[src/rtl/bist_pkg.sv]
// Shared types and width helpers for the scan BIST controller slice.
package bist_pkg;

    // Default MISR signature width.
    localparam int SIG_W_DEFAULT = 16;

    // Controller sequencing states.
    typedef enum logic [2:0] {
        IDLE,
        INIT,
        SHIFT,
        CAPTURE,
        FLUSH,
        COMPARE,
        DONE
    } bist_state_t;

    // Shift counter only has to reach CHAIN_LEN-1; never narrower than one bit.
    function automatic int shift_cnt_w(input int chain_len);
        return (chain_len > 1) ? $clog2(chain_len) : 1;
    endfunction

    // Pattern counter must be able to hold NUM_PATTERNS itself.
    function automatic int pat_cnt_w(input int num_patterns);
        return (num_patterns > 0) ? $clog2(num_patterns + 1) : 1;
    endfunction

endpackage

[src/rtl/bist_controller_if.sv]
// Handshake and status bundle between the BIST controller and the test
// access logic. SIG_OUT exists only when BIST_SIG_OUT_EN is defined.
interface bist_controller_if
    import bist_pkg::*;
#(
    parameter int SIG_W  = SIG_W_DEFAULT,
    parameter int PCNT_W = pat_cnt_w(256)
);

    logic              START;
    logic              ABORT;
    logic [SIG_W-1:0]  SIG_IN;
    logic              SE;
    logic              BIST_RST;
    logic              BUSY;
    logic              DONE;
    logic              PASS;
    logic [PCNT_W-1:0] PATTERN_CNT;
`ifdef BIST_SIG_OUT_EN
    logic [SIG_W-1:0]  SIG_OUT;

    modport master (
        output START, ABORT, SIG_IN,
        input  SE, BIST_RST, BUSY, DONE, PASS, PATTERN_CNT, SIG_OUT
    );

    modport slave (
        input  START, ABORT, SIG_IN,
        output SE, BIST_RST, BUSY, DONE, PASS, PATTERN_CNT, SIG_OUT
    );
`else
    modport master (
        output START, ABORT, SIG_IN,
        input  SE, BIST_RST, BUSY, DONE, PASS, PATTERN_CNT
    );

    modport slave (
        input  START, ABORT, SIG_IN,
        output SE, BIST_RST, BUSY, DONE, PASS, PATTERN_CNT
    );
`endif

endinterface

[src/rtl/bist_phase_counter.sv]
// Loadable up-counter with a terminal-count flag, used for both the shift
// count within a pattern and the number of patterns captured.
module bist_phase_counter #(
    parameter int               WIDTH    = 4,
    parameter logic [WIDTH-1:0] TERMINAL = '1
) (
    input  logic             clk,
    input  logic             rst,
    input  logic             load,
    input  logic [WIDTH-1:0] load_val,
    input  logic             inc,
    output logic [WIDTH-1:0] count,
    output logic             tc
);

    // Load has priority over increment so a phase can restart on the same edge it ends.
    always_ff @(posedge clk) begin
        if (rst) begin
            count <= '0;
        end else if (load) begin
            count <= load_val;
        end else if (inc) begin
            count <= count + 1'b1;
        end
    end

    assign tc = (count == TERMINAL);

endmodule

[src/rtl/bist_controller.sv]
// Scan BIST sequencer: resets LFSR/MISR, alternates shift and capture for
// NUM_PATTERNS patterns, flushes the last response into the MISR and compares
// the signature with GOLDEN_SIG. Defining BIST_SIG_OUT_EN adds a SIG_OUT
// register holding the compared signature for the tester to read.
module bist_controller
    import bist_pkg::*;
#(
    parameter int               CHAIN_LEN    = 8,
    parameter int               NUM_PATTERNS = 256,
    parameter int               SIG_W        = SIG_W_DEFAULT,
    parameter logic [SIG_W-1:0] GOLDEN_SIG   = '0
) (
    input  logic              CLK,
    input  logic              RST,
    bist_controller_if.slave  bus
);

    localparam int SCNT_W = shift_cnt_w(CHAIN_LEN);
    localparam int PCNT_W = pat_cnt_w(NUM_PATTERNS);
    localparam logic [SCNT_W-1:0] SHIFT_LAST = SCNT_W'(CHAIN_LEN - 1);
    localparam logic [PCNT_W-1:0] PAT_LAST   = PCNT_W'(NUM_PATTERNS - 1);

    bist_state_t        state;
    bist_state_t        next_state;

    logic               abort_hit;
    logic               shift_active;
    logic               shift_load;
    logic               shift_tc;
    logic [SCNT_W-1:0]  shift_cnt_unused;
    logic               pat_load;
    logic               pat_inc;
    logic               pat_tc;
    logic [PCNT_W-1:0]  pat_cnt;
    logic               pass_q;

    // ABORT only matters once a run has left IDLE.
    assign abort_hit    = bus.ABORT && (state != IDLE);
    assign shift_active = (state == SHIFT) || (state == FLUSH);

    // The shift counter runs in SHIFT and FLUSH and is parked at zero everywhere
    // else, so every shift phase starts from zero; only its terminal flag is used.
    assign shift_load = abort_hit || !shift_active || shift_tc;

    bist_phase_counter #(
        .WIDTH    (SCNT_W),
        .TERMINAL (SHIFT_LAST)
    ) u_shift_cnt (
        .clk      (CLK),
        .rst      (RST),
        .load     (shift_load),
        .load_val ('0),
        .inc      (shift_active),
        .count    (shift_cnt_unused),
        .tc       (shift_tc)
    );

    // The pattern counter clears at the start of a run and counts captures.
    assign pat_load = abort_hit || (state == INIT);
    assign pat_inc  = (state == CAPTURE);

    bist_phase_counter #(
        .WIDTH    (PCNT_W),
        .TERMINAL (PAT_LAST)
    ) u_pat_cnt (
        .clk      (CLK),
        .rst      (RST),
        .load     (pat_load),
        .load_val ('0),
        .inc      (pat_inc),
        .count    (pat_cnt),
        .tc       (pat_tc)
    );

    // State register.
    always_ff @(posedge CLK) begin
        if (RST) begin
            state <= IDLE;
        end else begin
            state <= next_state;
        end
    end

    // Next-state logic; ABORT overrides every transition out of a non-IDLE state.
    always_comb begin
        next_state = state;
        if (abort_hit) begin
            next_state = IDLE;
        end else begin
            case (state)
                IDLE: begin
                    if (bus.START && !bus.ABORT) begin
                        next_state = INIT;
                    end
                end
                INIT: begin
                    next_state = SHIFT;
                end
                SHIFT: begin
                    if (shift_tc) begin
                        next_state = CAPTURE;
                    end
                end
                CAPTURE: begin
                    // pat_tc means this capture brings the count up to NUM_PATTERNS.
                    next_state = pat_tc ? FLUSH : SHIFT;
                end
                FLUSH: begin
                    if (shift_tc) begin
                        next_state = COMPARE;
                    end
                end
                COMPARE: begin
                    next_state = DONE;
                end
                DONE: begin
                    if (bus.START) begin
                        next_state = INIT;
                    end
                end
                default: begin
                    next_state = IDLE;
                end
            endcase
        end
    end

    // Moore outputs decoded from the state; BIST_RST also follows RST directly.
    always_comb begin
        bus.SE       = 1'b0;
        bus.BUSY     = 1'b0;
        bus.DONE     = 1'b0;
        bus.BIST_RST = RST;
        case (state)
            INIT: begin
                bus.BIST_RST = 1'b1;
                bus.BUSY     = 1'b1;
            end
            SHIFT, FLUSH: begin
                bus.SE   = 1'b1;
                bus.BUSY = 1'b1;
            end
            CAPTURE, COMPARE: begin
                bus.BUSY = 1'b1;
            end
            DONE: begin
                bus.DONE = 1'b1;
            end
            default: begin
                bus.SE = 1'b0;
            end
        endcase
    end

    // PASS is latched in COMPARE and dropped when a new run starts or on abort.
    always_ff @(posedge CLK) begin
        if (RST) begin
            pass_q <= 1'b0;
        end else if (abort_hit) begin
            pass_q <= 1'b0;
        end else if (state == COMPARE) begin
            pass_q <= (bus.SIG_IN == GOLDEN_SIG);
        end else if ((state == DONE) && bus.START) begin
            pass_q <= 1'b0;
        end
    end

    assign bus.PASS        = pass_q;
    assign bus.PATTERN_CNT = pat_cnt;

`ifdef BIST_SIG_OUT_EN
    logic [SIG_W-1:0] sig_q;

    // Capture the compared signature so a failing value can be read back.
    always_ff @(posedge CLK) begin
        if (RST) begin
            sig_q <= '0;
        end else if (abort_hit || (state == INIT)) begin
            sig_q <= '0;
        end else if (state == COMPARE) begin
            sig_q <= bus.SIG_IN;
        end
    end

    assign bus.SIG_OUT = sig_q;
`endif

endmodule

[src/flat_wrapper.sv]
// flat-port wrapper written by rule: the top's interface ports become plain ports
module bist_controller_flat import bist_pkg::*;
#(
    parameter int               CHAIN_LEN    = 8,
    parameter int               NUM_PATTERNS = 256,
    parameter int               SIG_W        = SIG_W_DEFAULT,
    parameter logic [SIG_W-1:0] GOLDEN_SIG   = '0
)
  (CLK, RST, bus_START, bus_ABORT, bus_SIG_IN, bus_SE, bus_BIST_RST, bus_BUSY, bus_DONE, bus_PASS, bus_PATTERN_CNT);
  bist_controller_if #(.SIG_W(SIG_W), .PCNT_W((bist_pkg::pat_cnt_w(NUM_PATTERNS)))) bus_i ();
  input  logic CLK;
  input  logic RST;
  input wire logic [$bits(bus_i.START)-1:0] bus_START;
  input wire logic [$bits(bus_i.ABORT)-1:0] bus_ABORT;
  input wire logic [$bits(bus_i.SIG_IN)-1:0] bus_SIG_IN;
  output wire logic [$bits(bus_i.SE)-1:0] bus_SE;
  output wire logic [$bits(bus_i.BIST_RST)-1:0] bus_BIST_RST;
  output wire logic [$bits(bus_i.BUSY)-1:0] bus_BUSY;
  output wire logic [$bits(bus_i.DONE)-1:0] bus_DONE;
  output wire logic [$bits(bus_i.PASS)-1:0] bus_PASS;
  output wire logic [$bits(bus_i.PATTERN_CNT)-1:0] bus_PATTERN_CNT;
  assign bus_i.START = bus_START;
  assign bus_i.ABORT = bus_ABORT;
  assign bus_i.SIG_IN = bus_SIG_IN;
  assign bus_SE = bus_i.SE;
  assign bus_BIST_RST = bus_i.BIST_RST;
  assign bus_BUSY = bus_i.BUSY;
  assign bus_DONE = bus_i.DONE;
  assign bus_PASS = bus_i.PASS;
  assign bus_PATTERN_CNT = bus_i.PATTERN_CNT;
  bist_controller #(.CHAIN_LEN(CHAIN_LEN), .NUM_PATTERNS(NUM_PATTERNS), .SIG_W(SIG_W), .GOLDEN_SIG(GOLDEN_SIG)) u_core (.CLK(CLK), .RST(RST), .bus(bus_i));
endmodule
[config.mk]
export PLATFORM = sky130hd
export DESIGN_NAME = bist_controller_flat
export DESIGN_NICKNAME = d
export VERILOG_FILES = /design/src/rtl/bist_pkg.sv /design/src/rtl/bist_controller_if.sv /design/src/rtl/bist_phase_counter.sv /design/src/rtl/bist_controller.sv /design/src/flat_wrapper.sv
export SDC_FILE = /design/constraint.sdc
export NUM_CORES = 1
export LEC_CHECK = 0
export BUFFER_PORTS_ARGS = -buffer_cell sky130_fd_sc_hd__buf_2
export CAP_MARGIN = 20
export CORE_ASPECT_RATIO = 1.25
export CORE_MARGIN = 2
export CORE_UTILIZATION = 28
export DETAILED_ROUTE_END_ITERATION = 8
export GPL_ROUTABILITY_DRIVEN = 0
export SKIP_CTS_REPAIR_TIMING = 1
export SYNTH_ARGS = -nofsm -noshare
export SYNTH_HDL_FRONTEND = slang
export SYNTH_HIERARCHICAL = 1
export SYNTH_SLANG_ARGS = --single-unit
[constraint.sdc]
create_clock -name CLK -period 2.25 [get_ports CLK]
set_input_delay 0 -clock CLK [delete_from_list [all_inputs] [get_ports CLK]]
set_output_delay 0 -clock CLK [all_outputs]
set_load 0.005 [all_outputs]
---- Word level (Yosys, flattened, before mapping) ----
Index checks and enable logic that the tools add are counted.
cells by class
  $add $sub $neg .......................... 2
  multipliers ............................. 0
  divide/modulo/power cells ............... 0
  order comparisons ....................... 0
  equal/unequal tests ..................... 12
  shift operators ......................... 0
  multiplexer cells ....................... 12
  bitwise operators ....................... 0
  reductions and logical operators ........ 19
operators with widths
  cell                                                             count
  3-bit one-hot mux with 7 select lines                            1
  16-bit logical NOT                                               1
  3-bit two-way mux                                                5
  3-bit == test, second input constant                             4
  9-bit by 1-bit adder with 9-bit output, second input constant    1
  9-bit by 8-bit == test with 1-bit output, second input constant  1
  2-bit OR reduction                                               4
  3-bit by 2-bit == test with 1-bit output, second input constant  2
  1-bit two-way mux                                                6
  2-bit by 1-bit != test with 1-bit output, second input constant  3
  5-bit OR reduction                                               1
  1-bit logical OR                                                 4
  4-bit AND reduction                                              1
  3-bit by 1-bit adder with 3-bit output, second input constant    1
  3-bit by 1-bit == test with 1-bit output, second input constant  1
  1-bit logical AND                                                3
  3-bit logical NOT                                                1
  3-bit nonzero test                                               1
  1-bit logical NOT                                                2
  2-bit != test, second input constant                             1
  2-bit nonzero test                                               1
word-level totals
  flip-flop bits (word level) ............. 16
  bits in latches ......................... 0
  RAM bits ................................ 0
  bits in read-only memories .............. 0
  input bits .............................. 20
  output and inout port bits .............. 14
  logic and storage cells ................. 49
  memories ................................ 0

---- Longest topological paths before layout ----
Gate-level depths: netlist (run 1).
  depth in word-level cells ............... 6
  mapped depth ............................ 9
  gate-level depth less buffers ........... 7

---- Modules after synthesis ----
Netlist (run 1), hierarchy kept.
modules (own cells, without submodules)
  module                                    times used  cells an instance  area an instance (µm²)  sequential area each (µm²)
  bist_phase_counter at u_core.u_pat_cnt    1           64                 523.0                   180.2
  bist_controller                           1           44                 331.6                   80.1
  bist_phase_counter at u_core.u_shift_cnt  1           15                 163.9                   60.1

---- Worst setup path before layout (run 1) ----
No wires, ideal clock.
  path kind ............................... register -> register
  from .................................... reg u_core.state[2]
  to ...................................... reg u_core.u_pat_cnt.count[5]
  library setup time ...................... 0.079 ns
  data arrival time ....................... 1.763 ns
  required time ........................... 2.171 ns
  path slack .............................. 0.408 ns
  cell stages (with the launch flop) ...... 9
  path buffers ............................ 2
  clock period less this slack ............ 1.842 ns
  cell sequence ........................... dfxtp_1 buf_2 nor2_1 nand2_1 o21ai_0 buf_6 or3b_1 or4_1 o211ai_1
between the ends
  cells in the longest elaborated chain, start to end .. 4
  elaborated cells on any way between the ends .. 6
  those cells by class .................... eq/ne (2); reduce/logical (4)
ends and longest elaborated chain
  element                                RTL line                  RTL
  start: declaration                     bist_controller.sv:23     bist_state_t state;
  start signal: assignment               bist_controller.sv:80     state <= next_state;
  3-bit nonzero test                     bist_controller.sv:38     assign abort_hit = bus.ABORT && (state != IDLE);
  1-bit logical AND                      bist_controller.sv:38
  1-bit logical OR *                     bist_controller.sv:59     assign pat_load = abort_hit || (state == INIT);
  via u_core.pat_load                    bist_controller.sv:31     logic pat_load;
  2-bit OR reduction (no source line) *  n/a
  end signal: assignment                 bist_phase_counter.sv:21  count <= load_val;
  end signal: assignment                 bist_phase_counter.sv:23  count <= count + 1'b1;
  end: declaration                       bist_phase_counter.sv:12  output logic [WIDTH-1:0] count,
The timed path passes the listed nets; every way through them passes the cells marked *.
A chain may end at the register's enable or synchronous reset.

---- Worst setup path in the final report (run 1) ----
  from .................................... reg u_core.state[0]
  to ...................................... reg u_core.u_pat_cnt.count[7]
between the ends
  elaborated cells on any way between the ends .. 6
  those cells by class .................... eq/ne (2); reduce/logical (4)
RTL lines
  element                                   RTL line               RTL
  3-bit by 2-bit == test with 1-bit output  bist_controller.sv:60  assign pat_inc = (state == CAPTURE);
  via u_core.pat_inc                        bist_controller.sv:32  logic pat_inc;
The timed path passes the listed nets, and every way through them passes these cells.

==> out/metrics.cfg, run 1 <==
[cells_and_area]
final_nets = 193
stdcell_count = 207
syn_to_final_growth_pct = 29.4
diodes = 0
final_util_pct = 37.8
layout-drive-gt1-share_pct = 28.0

[timing]
period_share_pct = 79.0
final.min_clock_period_ns = 1.78
setup_tns_ns = 0
max_freq_mhz = 563
setup_viol = 0
fin_worst_skew_ns = 0.00244
holdWs_ns = 0.0969
finalMaxSlewViolations = 0
hold_viol = 0
rsz0062_at_grt = no
setup_slack_ns = 0.473

[critical_path]
rrSetupSlack_ns = 0.47
path_class = flip-flop to flip-flop
worstSetupEndpointType = flip-flop
worstPathArrival_ns = 1.95
crit_fanout = 12
crit_path_start_kind = flip-flop
required_ns = 2.42

[clock_network]
clk_latency_ns = 0.25
cts.reportedPaths.clkPinSlew_ns = 0.06
clock-root-buffer = clkbuf_8
clockBufferDepth = 2
cts_buffers = 3
clock-sinks = 16
cts_tree = done
cts_max_level = 1

[power_and_ir_drop]
switching_share_pct = 26.0
power_switching_mw = 0.180
peakVddDrop_uv = 306
p_comb_share_pct = 16.3
intPower_mw = 0.511
p_leak_nw = 0.551
powerDensity_mw_per_mm2 = 524
p_clk_share_pct = 37.3
power_frac_seq_pct = 46.4

[synth]
syn_inst = 123
yosysSeqAreaShare_pct = 31.4
synth_area_mm2 = 0.00102
yosysUniqueCellTypes = 39
ys.warnings.count = 6
avgSynthCellArea_um2 = 8.28
ys_ff_latch = 16

[die]
initial_core_util_pct = 29.2
rows = 24
fp.dieW_um = 57.9
dieHeight_um = 71.4
die_area_mm2 = 0.00414
ios = 34
coreArea_mm2 = 0.00348

[place]
placedCellCount = 203
dp_hpwl_mm = 1.70
port_buffers = 33
pre_cts_slack_ns = 0.519

[drt]
drtAntennaViolNets = 0
wire_per_inst_um = 11.1
viasPerCell = 4.96
post-route-drc-count = 0
drtPass1Iterations = 4
drtIter0Drc = 16
routed_wl_mm = 2.30
num_vias = 1027

[run]
drv_cap = 0

[grt]
grt_pass1_vias = 911
antenna_found_initial = 0
grt_usage_pct = 11.7
grt_max_degree = 17
grt_overflow_total = 0
grt_first_pass_wirelength_mm = 3.87

[outcome]
status = completed

[min_path]
hold_path.class = input pin to flip-flop

registers in the layout, summed over array words and instances, names as in the netlist:
signal and cells:
u_core/bus.PASS 1, u_core/u_shift_cnt/count 3, u_core/state 3, u_core/u_pat_cnt/count 9
layout make-up:
type / count / area, µm²
Timing Repair Buffer: 37 / 195
Inverter: 4 / 15.0
Tap cell: 39 / 48.8
Fill cell: 402 / 2170
Multi-Input combinational cell: 107 / 683
Sequential cell: 16 / 320
Clock buffer: 4 / 55.1
cell families after synthesis:
family                   after synthesis  synth area share (%)
other                                  1                 0.368
AND/OR/NAND/NOR                       51                  27.9
buffers and inverters                 11                  5.53
flip-flops                            16                  31.4
XOR/XNOR                               6                  5.16
adder cells (fa/ha/maj)                4                  4.91
multiplexers                           4                  4.05
AO/OA/AOI/OAI                         30                  20.6
worst max-delay path, cell delays in order, from the launching register on:
cell	delay (ns)
dfxtp_1	0.52
and3b_1	0.24
or3b_1	0.36
or4_1	0.47
o211ai_1	0.10
Yosys cell counts (all sizes together):
cell | count | area, µm²
dfxtp | 16 | 320
nand2 | 14 | 52.6
a21oi | 9 | 48.8
nor2 | 9 | 33.8
a211oi | 6 | 50.1
buf | 5 | 33.8
nand3 | 5 | 25.0
o211ai | 5 | 37.5
ha | 4 | 50.1
inv | 4 | 15.0
nor4 | 4 | 37.5
xor2 | 4 | 35.0
mux2i | 3 | 30.0
nand4 | 3 | 18.8
nor2b | 3 | 18.8
nor3b | 3 | 22.5
o21ai | 3 | 15.0
and3b | 2 | 17.5
clkbuf | 2 | 7.51
o21bai | 2 | 15.0
or3 | 2 | 12.5
or4 | 2 | 15.0
xnor2 | 2 | 17.5
a2111oi | 1 | 15.0
a21o | 1 | 7.51
a221oi | 1 | 8.76
a31oi | 1 | 6.26
conb | 1 | 3.75
mux2 | 1 | 11.3
nand3b | 1 | 7.51
nand4b | 1 | 8.76
nor3 | 1 | 5.00
o22ai | 1 | 6.26
or3b | 1 | 8.76
metal layers:
| layer | share of wire [%] | routed length, µm | GRT usage (%) | vias to the layer above |
|---|---|---|---|---|
| met5 | 0 | 0 | 0 | - |
| met4 | 0.61 | 14 | 5.43 | 0 |
| met3 | 8.1 | 186 | 2.35 | 2 |
| met2 | 46 | 1060 | 18.8 | 31 |
| met1 | 45 | 1040 | 14.8 | 464 |
| li1 | - | - | - | 530 |
cells in the final DEF, fill, tap and decap left out, types with 4 or more instances in the layout:
cell / n
a211oi_1: 5
clkbuf_8: 4
nand2_1: 14
ha_1: 4
conb_1: 12
o211ai_1: 5
dfxtp_1: 16
buf_4: 4
inv_1: 4
nand3_1: 5
xor2_1: 4
a21oi_1: 8
buf_2: 33
nor2_1: 9
power by group through the flow:
stage,combinational (mW),clock (mW),sequential (mW)
CTS,0.114,0.267,0.320
global route,0.126,0.280,0.324
detailed placement,0.113,0,0.327
finish,0.113,0.257,0.320
floorplan,0.0708,0,0.323
global placement,0.112,0,0.327
path summary, 6_finish.rpt:
kind / start / cells after the start / to
min: bus_START / 4 / u_core/bus.PASS
min reg2reg: u_core/bus.PASS / 2 / u_core/bus.PASS
max reg2reg: u_core/state[0] / 4 / u_core/u_pat_cnt/count[7]
max: u_core/state[0] / 4 / u_core/u_pat_cnt/count[7]
stage by stage:
step | cell area, µm² | power [mW]
final | 1320 | 0.690
after global routing | 1320 | 0.731
after CTS | 1320 | 0.701
after detailed placement | 1260 | 0.440
after global placement | 1260 | 0.439
after floorplan | 1060 | 0.394
Power figures use the tool's default switching activity.
==> inputs of run 2 (changes only) <==
--- a/config.mk
+++ b/config.mk
@@ -5,6 +5,7 @@
 export SDC_FILE = /design/constraint.sdc
 export NUM_CORES = 1
 export LEC_CHECK = 0
+export ABC_AREA = 1
 export BUFFER_PORTS_ARGS = -buffer_cell sky130_fd_sc_hd__buf_2
 export CAP_MARGIN = 20
 export CORE_ASPECT_RATIO = 1.25
==> constraint.sdc (replaced) <==
create_clock -name CLK -period 1.69 [get_ports CLK]
set_input_delay 0 -clock CLK [delete_from_list [all_inputs] [get_ports CLK]]
set_output_delay 0 -clock CLK [all_outputs]
set_load 0.005 [all_outputs]
==> run 2 against run 1 <==
Non-clock buffer count grew 2; synthesized area up 10%; critical path type unchanged; synthesized cell count up 41%; largest cell class unchanged.
==> out/metrics.cfg, run 2 <==
[die]
ios = 34
dieHeight_um = 74.8
fp.dieW_um = 60.6
die_area_mm2 = 0.00453
initial_core_util_pct = 29.4
rows = 25
coreArea_mm2 = 0.00382

[synth]
ys_ff_latch = 16
synth_area_mm2 = 0.00112
avgSynthCellArea_um2 = 6.49
async_reset_ff_share_pct = 0
synth_top_area_share_pct = 28.5
ys.warnings.count = 6
syn_inst = 173
synth_most_common_cell = nand2_1
yosysSeqAreaShare_pct = 28.5
synthTopCellsByArea = dfxtp_1, nand2_1, nand3_1
synth_area_leader_cell = dfxtp_1
ys.flop_type = dfxtp_1
synth_common_cells = nand2_1, inv_1, nand3_1
yosysUniqueCellTypes = 25
synth_enable_flop_cells = 0

[clock_network]
cts_tree = done
cts_max_level = 1
clock-sinks = 16
clockBufferDepth = 2
cts_buffers = 3
clock-root-buffer = clkbuf_8
clk_latency_ns = 0.25
cts.reportedPaths.clkPinSlew_ns = 0.07

[place]
dp_hpwl_mm = 2.12
port_buffers = 33
placedCellCount = 276
pre_cts_slack_ns = 0.0700

[timing]
rsz0062_at_grt = yes
fin_worst_skew_ns = 0.00440
period_share_pct = 90.8
setup_slack_ns = 0.155
hold_viol = 0
finalMaxSlewViolations = 0
setup_viol = 0
final.min_clock_period_ns = 1.53
max_freq_mhz = 652

[power_and_ir_drop]
p_clk_share_pct = 26.0
power_switching_mw = 0.462
p_leak_nw = 0.778
intPower_mw = 0.851
peakVddDrop_uv = 374
power_frac_seq_pct = 36.9
p_comb_share_pct = 37.1
switching_share_pct = 35.2
powerDensity_mw_per_mm2 = 876

[drt]
drtPass1Iterations = 4
routed_wl_mm = 2.59
drtIter0Drc = 45
viasPerCell = 4.26
drtAntennaViolNets = 0
wire_per_inst_um = 9.26
num_vias = 1193
post-route-drc-count = 0

[cells_and_area]
reg_top3 = u_core/u_pat_cnt/count: 9 flops, u_core/state: 3 flops, u_core/u_shift_cnt/count: 3 flops
final_nets = 251
regMostFlops = u_core/u_pat_cnt/count
final_util_pct = 39.3
diodes = 0
layout-drive-gt1-share_pct = 32.3
largest_register_ffs = 9
stdcell_count = 280
final_cell_mix = nand2_1, buf_2, inv_1, nand3_1
final_common_cell = nand2_1
multiInputGateArea_um2 = 729
syn_to_final_growth_pct = 33.6
register_area_um2 = 324
fillers = 439

[critical_path]
required_ns = 1.84
path_class = flip-flop to flip-flop
crit_path_start_kind = flip-flop
worstPathArrival_ns = 1.69
worstSetupEndpointType = flip-flop
rrSetupSlack_ns = 0.16
crit_fanout = 5

[grt]
grt_first_pass_wirelength_mm = 4.49
grt_max_degree = 10
grt_pass1_vias = 1081
grt_usage_pct = 12.8
antenna_found_initial = 0
grt_overflow_total = 0

[outcome]
status = completed

[run]
drv_cap = 0

[min_path]
hold_path.class = input pin to flip-flop

run 2: cell types whose count changed after synthesis, moves of 4 or more:
| cell | change |
|---|---|
| o211ai_1 | -5 |
| a211oi_1 | -5 |
| nor2_1 | +7 |
| nand2_1 | +23 |
| inv_1 | +18 |
| nor2_2 | +4 |
| inv_2 | +8 |
| a22oi_1 | +6 |
| nand2_2 | +6 |
| o21ai_1 | +6 |
| nand3_1 | +16 |
run 2: stage by stage:
step / instance area, µm² / TNS, ns / hold WS, ns / total power, mW
CTS: 1490 / 0 / 0.00902 / 1.33
detailed placement: 1430 / 0 / 0.283 / 0.978
global route: 1500 / -0.0146 / 0.0130 / 1.42
finish: 1500 / 0 / 0.0129 / 1.31
global placement: 1430 / 0 / 0.282 / 0.975
floorplan: 1160 / 0 / 0.0624 / 0.804
run 2: power by group through the flow:
stage / clock (mW) / combinational [mW] / sequential [mW]
after floorplan: 0 / 0.305 / 0.500
after global placement: 0 / 0.482 / 0.493
after detailed placement: 0 / 0.485 / 0.493
after CTS: 0.356 / 0.486 / 0.485
after global routing: 0.370 / 0.557 / 0.493
final: 0.341 / 0.488 / 0.485
run 2: critical path: stages (launching register included):
cell and delay [ns]:
dfxtp_4 0.37, ha_2 0.19, nand2_1 0.08, inv_1 0.07, nand2_1 0.06, nor2_1 0.11
ha_1 0.15, nand2_1 0.06, a21oi_1 0.17, o21ai_1 0.09, nand2_1 0.06, inv_1 0.03
run 2: metal layers:
metal / GRT usage [%] / part of all wire [%] / vias up
li1: - / - / 648
met1: 15.7 / 47 / 529
met2: 21.6 / 49 / 12
met3: 1.55 / 2.1 / 4
met4: 6.52 / 1.5 / 0
met5: 0 / 0 / -
run 2: path summary, 6_finish.rpt:
check | start | to | cells past startpoint
min | RST | u_core/u_pat_cnt/count[7] | 2
max | u_core/u_pat_cnt/count[1] | u_core/state[1] | 11
max reg2reg | u_core/u_pat_cnt/count[1] | u_core/state[1] | 11
min reg2reg | u_core/bus.PASS | u_core/bus.PASS | 2
run 2: kinds of logic after synthesis:
family / count (synthesis) / synth area share (%)
xor+xnor: 1 / 0.781
simple gates: 91 / 38.7
buf+inv: 31 / 11.0
compound gates: 29 / 16.2
other cells: 1 / 0.334
flops: 16 / 28.5
fa+ha+maj: 4 / 4.46
run 2: final cells by class:
class                           count  area share (%)
Multi-Input combinational cell    137            48.7
Sequential cell                    16            21.6
Timing Repair Buffer               39            14.0
Inverter                           30            7.51
Tap cell                           54            4.51
Clock buffer                        4            3.67
==> inputs of run 3 (changes only) <==
--- a/config.mk
+++ b/config.mk
@@ -8,12 +8,13 @@
 export ABC_AREA = 1
 export BUFFER_PORTS_ARGS = -buffer_cell sky130_fd_sc_hd__buf_2
 export CAP_MARGIN = 20
-export CORE_ASPECT_RATIO = 1.25
 export CORE_MARGIN = 2
 export CORE_UTILIZATION = 28
 export DETAILED_ROUTE_END_ITERATION = 8
 export GPL_ROUTABILITY_DRIVEN = 0
+export MAX_ROUTING_LAYER = met4
 export SKIP_CTS_REPAIR_TIMING = 1
+export SKIP_LAST_GASP = 1
 export SYNTH_ARGS = -nofsm -noshare
 export SYNTH_HDL_FRONTEND = slang
 export SYNTH_HIERARCHICAL = 1
==> run 3 against run 2 <==
Fmax increased by 0.22%; global-route usage up 0.41 points; via count decreased by 1.3%; first-iteration DRC count rose by 20%; flip-flop and latch count stayed put; worst hold slack improved by 0.013 ns.
==> out/metrics.cfg, run 3 (synthesis gave the netlist of run 2 again) <==
[die]
fp.dieW_um = 67.3
coreArea_mm2 = 0.00391
dieHeight_um = 67.3
rows = 23
ios = 34
initial_core_util_pct = 28.7
die_area_mm2 = 0.00453

[outcome]
status = completed

[place]
port_buffers = 33
placedCellCount = 275
detailed_place.area_mm2 = 0.00145
dp_hpwl_mm = 2.11
pre_cts_slack_ns = 0.157

[power_and_ir_drop]
peakVddDrop_uv = 519
p_comb_share_pct = 38.1
power_frac_seq_pct = 36.4
p_leak_nw = 0.795
p_clk_share_pct = 25.4
power_switching_mw = 0.450
powerDensity_mw_per_mm2 = 870
switching_share_pct = 34.4
total_power_mw = 1.31
intPower_mw = 0.858

[clock_network]
clockBufferDepth = 2
cts_buffers = 3
clock-sinks = 16
clock-root-buffer = clkbuf_8
cts_max_level = 1
cts.reportedPaths.clkPinSlew_ns = 0.06
cts_tree = done
clk_latency_ns = 0.25

[grt]
antenna_found_initial = 0
grt_first_pass_wirelength_mm = 4.59
grt_pass1_vias = 1115
grt_overflow_total = 0
grt_max_degree = 10
grt_usage_pct = 13.2

[drt]
drtIter0Drc = 54
drtAntennaViolNets = 0
drtPass1Iterations = 4
wire_per_inst_um = 9.11
viasPerCell = 4.22
num_vias = 1178
post-route-drc-count = 0
routed_wl_mm = 2.54

[critical_path]
startpoint = u_core/u_pat_cnt/count[0]
crit_fanout = 3
crit_path_start_kind = flip-flop
rrSetupSlack_ns = 0.16
worstPathArrival_ns = 1.68
timing.rr.end = u_core/state[1]
worstSetupEndpointType = flip-flop
required_ns = 1.84
rr_startpoint = u_core/u_pat_cnt/count[0]
rr_worst_depth = 11
cp-endpoint = u_core/state[1]
path_class = flip-flop to flip-flop

[cells_and_area]
final_common_cell = nand2_1
final_util_pct = 38.5
regMostFlops = u_core/u_pat_cnt/count
final_nets = 254
layout-drive-gt1-share_pct = 31.9
stdcell_count = 279
multiInputGateArea_um2 = 722
fillers = 453
final_cell_mix = nand2_1, buf_2, inv_1, nand3_1
reg_top3 = u_core/u_pat_cnt/count: 9 flops, u_core/state: 3 flops, u_core/u_shift_cnt/count: 3 flops
diodes = 0
register_area_um2 = 320
fin_area_mm2 = 0.00151
syn_to_final_growth_pct = 34.1
largest_register_ffs = 9

[timing]
max_freq_mhz = 653
final.min_clock_period_ns = 1.53
setup_slack_ns = 0.159
fin_worst_skew_ns = 0.00211
rsz0062_at_grt = yes
setup_viol = 0
period_share_pct = 90.6
finalMaxSlewViolations = 0
hold_viol = 0

[run]
drv_cap = 0

[min_path]
hold_path.class = input pin to flip-flop

run 3: changes by cell type in the layout (fill, tap and decap cells not counted), sizes merged:
| cell | previous run | this run |
|---|---|---|
| buf | 39 | 42 |
run 3: stage by stage:
step	hold WS (ns)	setup TNS [ns]
2_1_floorplan	0.0624	0
3_3_place_gp	0.288	0
3_5_place_dp	0.291	0
4_1_cts	0.0162	0
5_1_grt	0.0421	-0.00924
6_report	0.0261	0
run 3: worst min path at each step:
stage / to / depth (start not counted) / start
3_5_place_dp: u_core/bus.PASS / 4 / bus_SIG_IN[8]
4_1_cts: u_core/bus.PASS / 4 / bus_SIG_IN[8]
6_report: u_core/bus.PASS / 4 / bus_SIG_IN[11]
3_3_place_gp: u_core/bus.PASS / 4 / bus_SIG_IN[8]
2_1_floorplan: u_core/u_pat_cnt/count[7] / 1 / RST
5_1_grt: u_core/u_pat_cnt/count[7] / 2 / RST
run 3: power by group through the flow:
stage,combinational [mW],sequential (mW),clock (mW)
5_1_grt,0.572,0.485,0.367
3_3_place_gp,0.504,0.486,0
2_1_floorplan,0.305,0.500,0
3_5_place_dp,0.503,0.486,0
4_1_cts,0.505,0.477,0.353
6_report,0.499,0.477,0.333
run 3: cell type report:
cell class                      instances  area share [%]
Tap cell                               50            4.16
Multi-Input combinational cell        137            48.0
Timing Repair Buffer                   42            15.5
Sequential cell                        16            21.3
Clock buffer                            4            3.66
Inverter                               30            7.48
run 3: metal layers:
| layer | GRT usage, % | wire (µm) |
|---|---|---|
| met1 | 17.3 | 1260 |
| met2 | 20.9 | 1140 |
| met3 | 3.17 | 135 |
| met4 | 2.30 | 7 |
| met5 | - | 0 |
run 3: critical path, cell delays in order (launching register included):
cell     delay (ns)
dfxtp_1        0.34
ha_2           0.21
nand2_1        0.08
inv_1          0.07
nand2_1        0.08
nor2_1         0.10
ha_1           0.14
nand2_1        0.06
a21oi_1        0.18
o21ai_1        0.09
nand2_1        0.06
inv_1          0.03
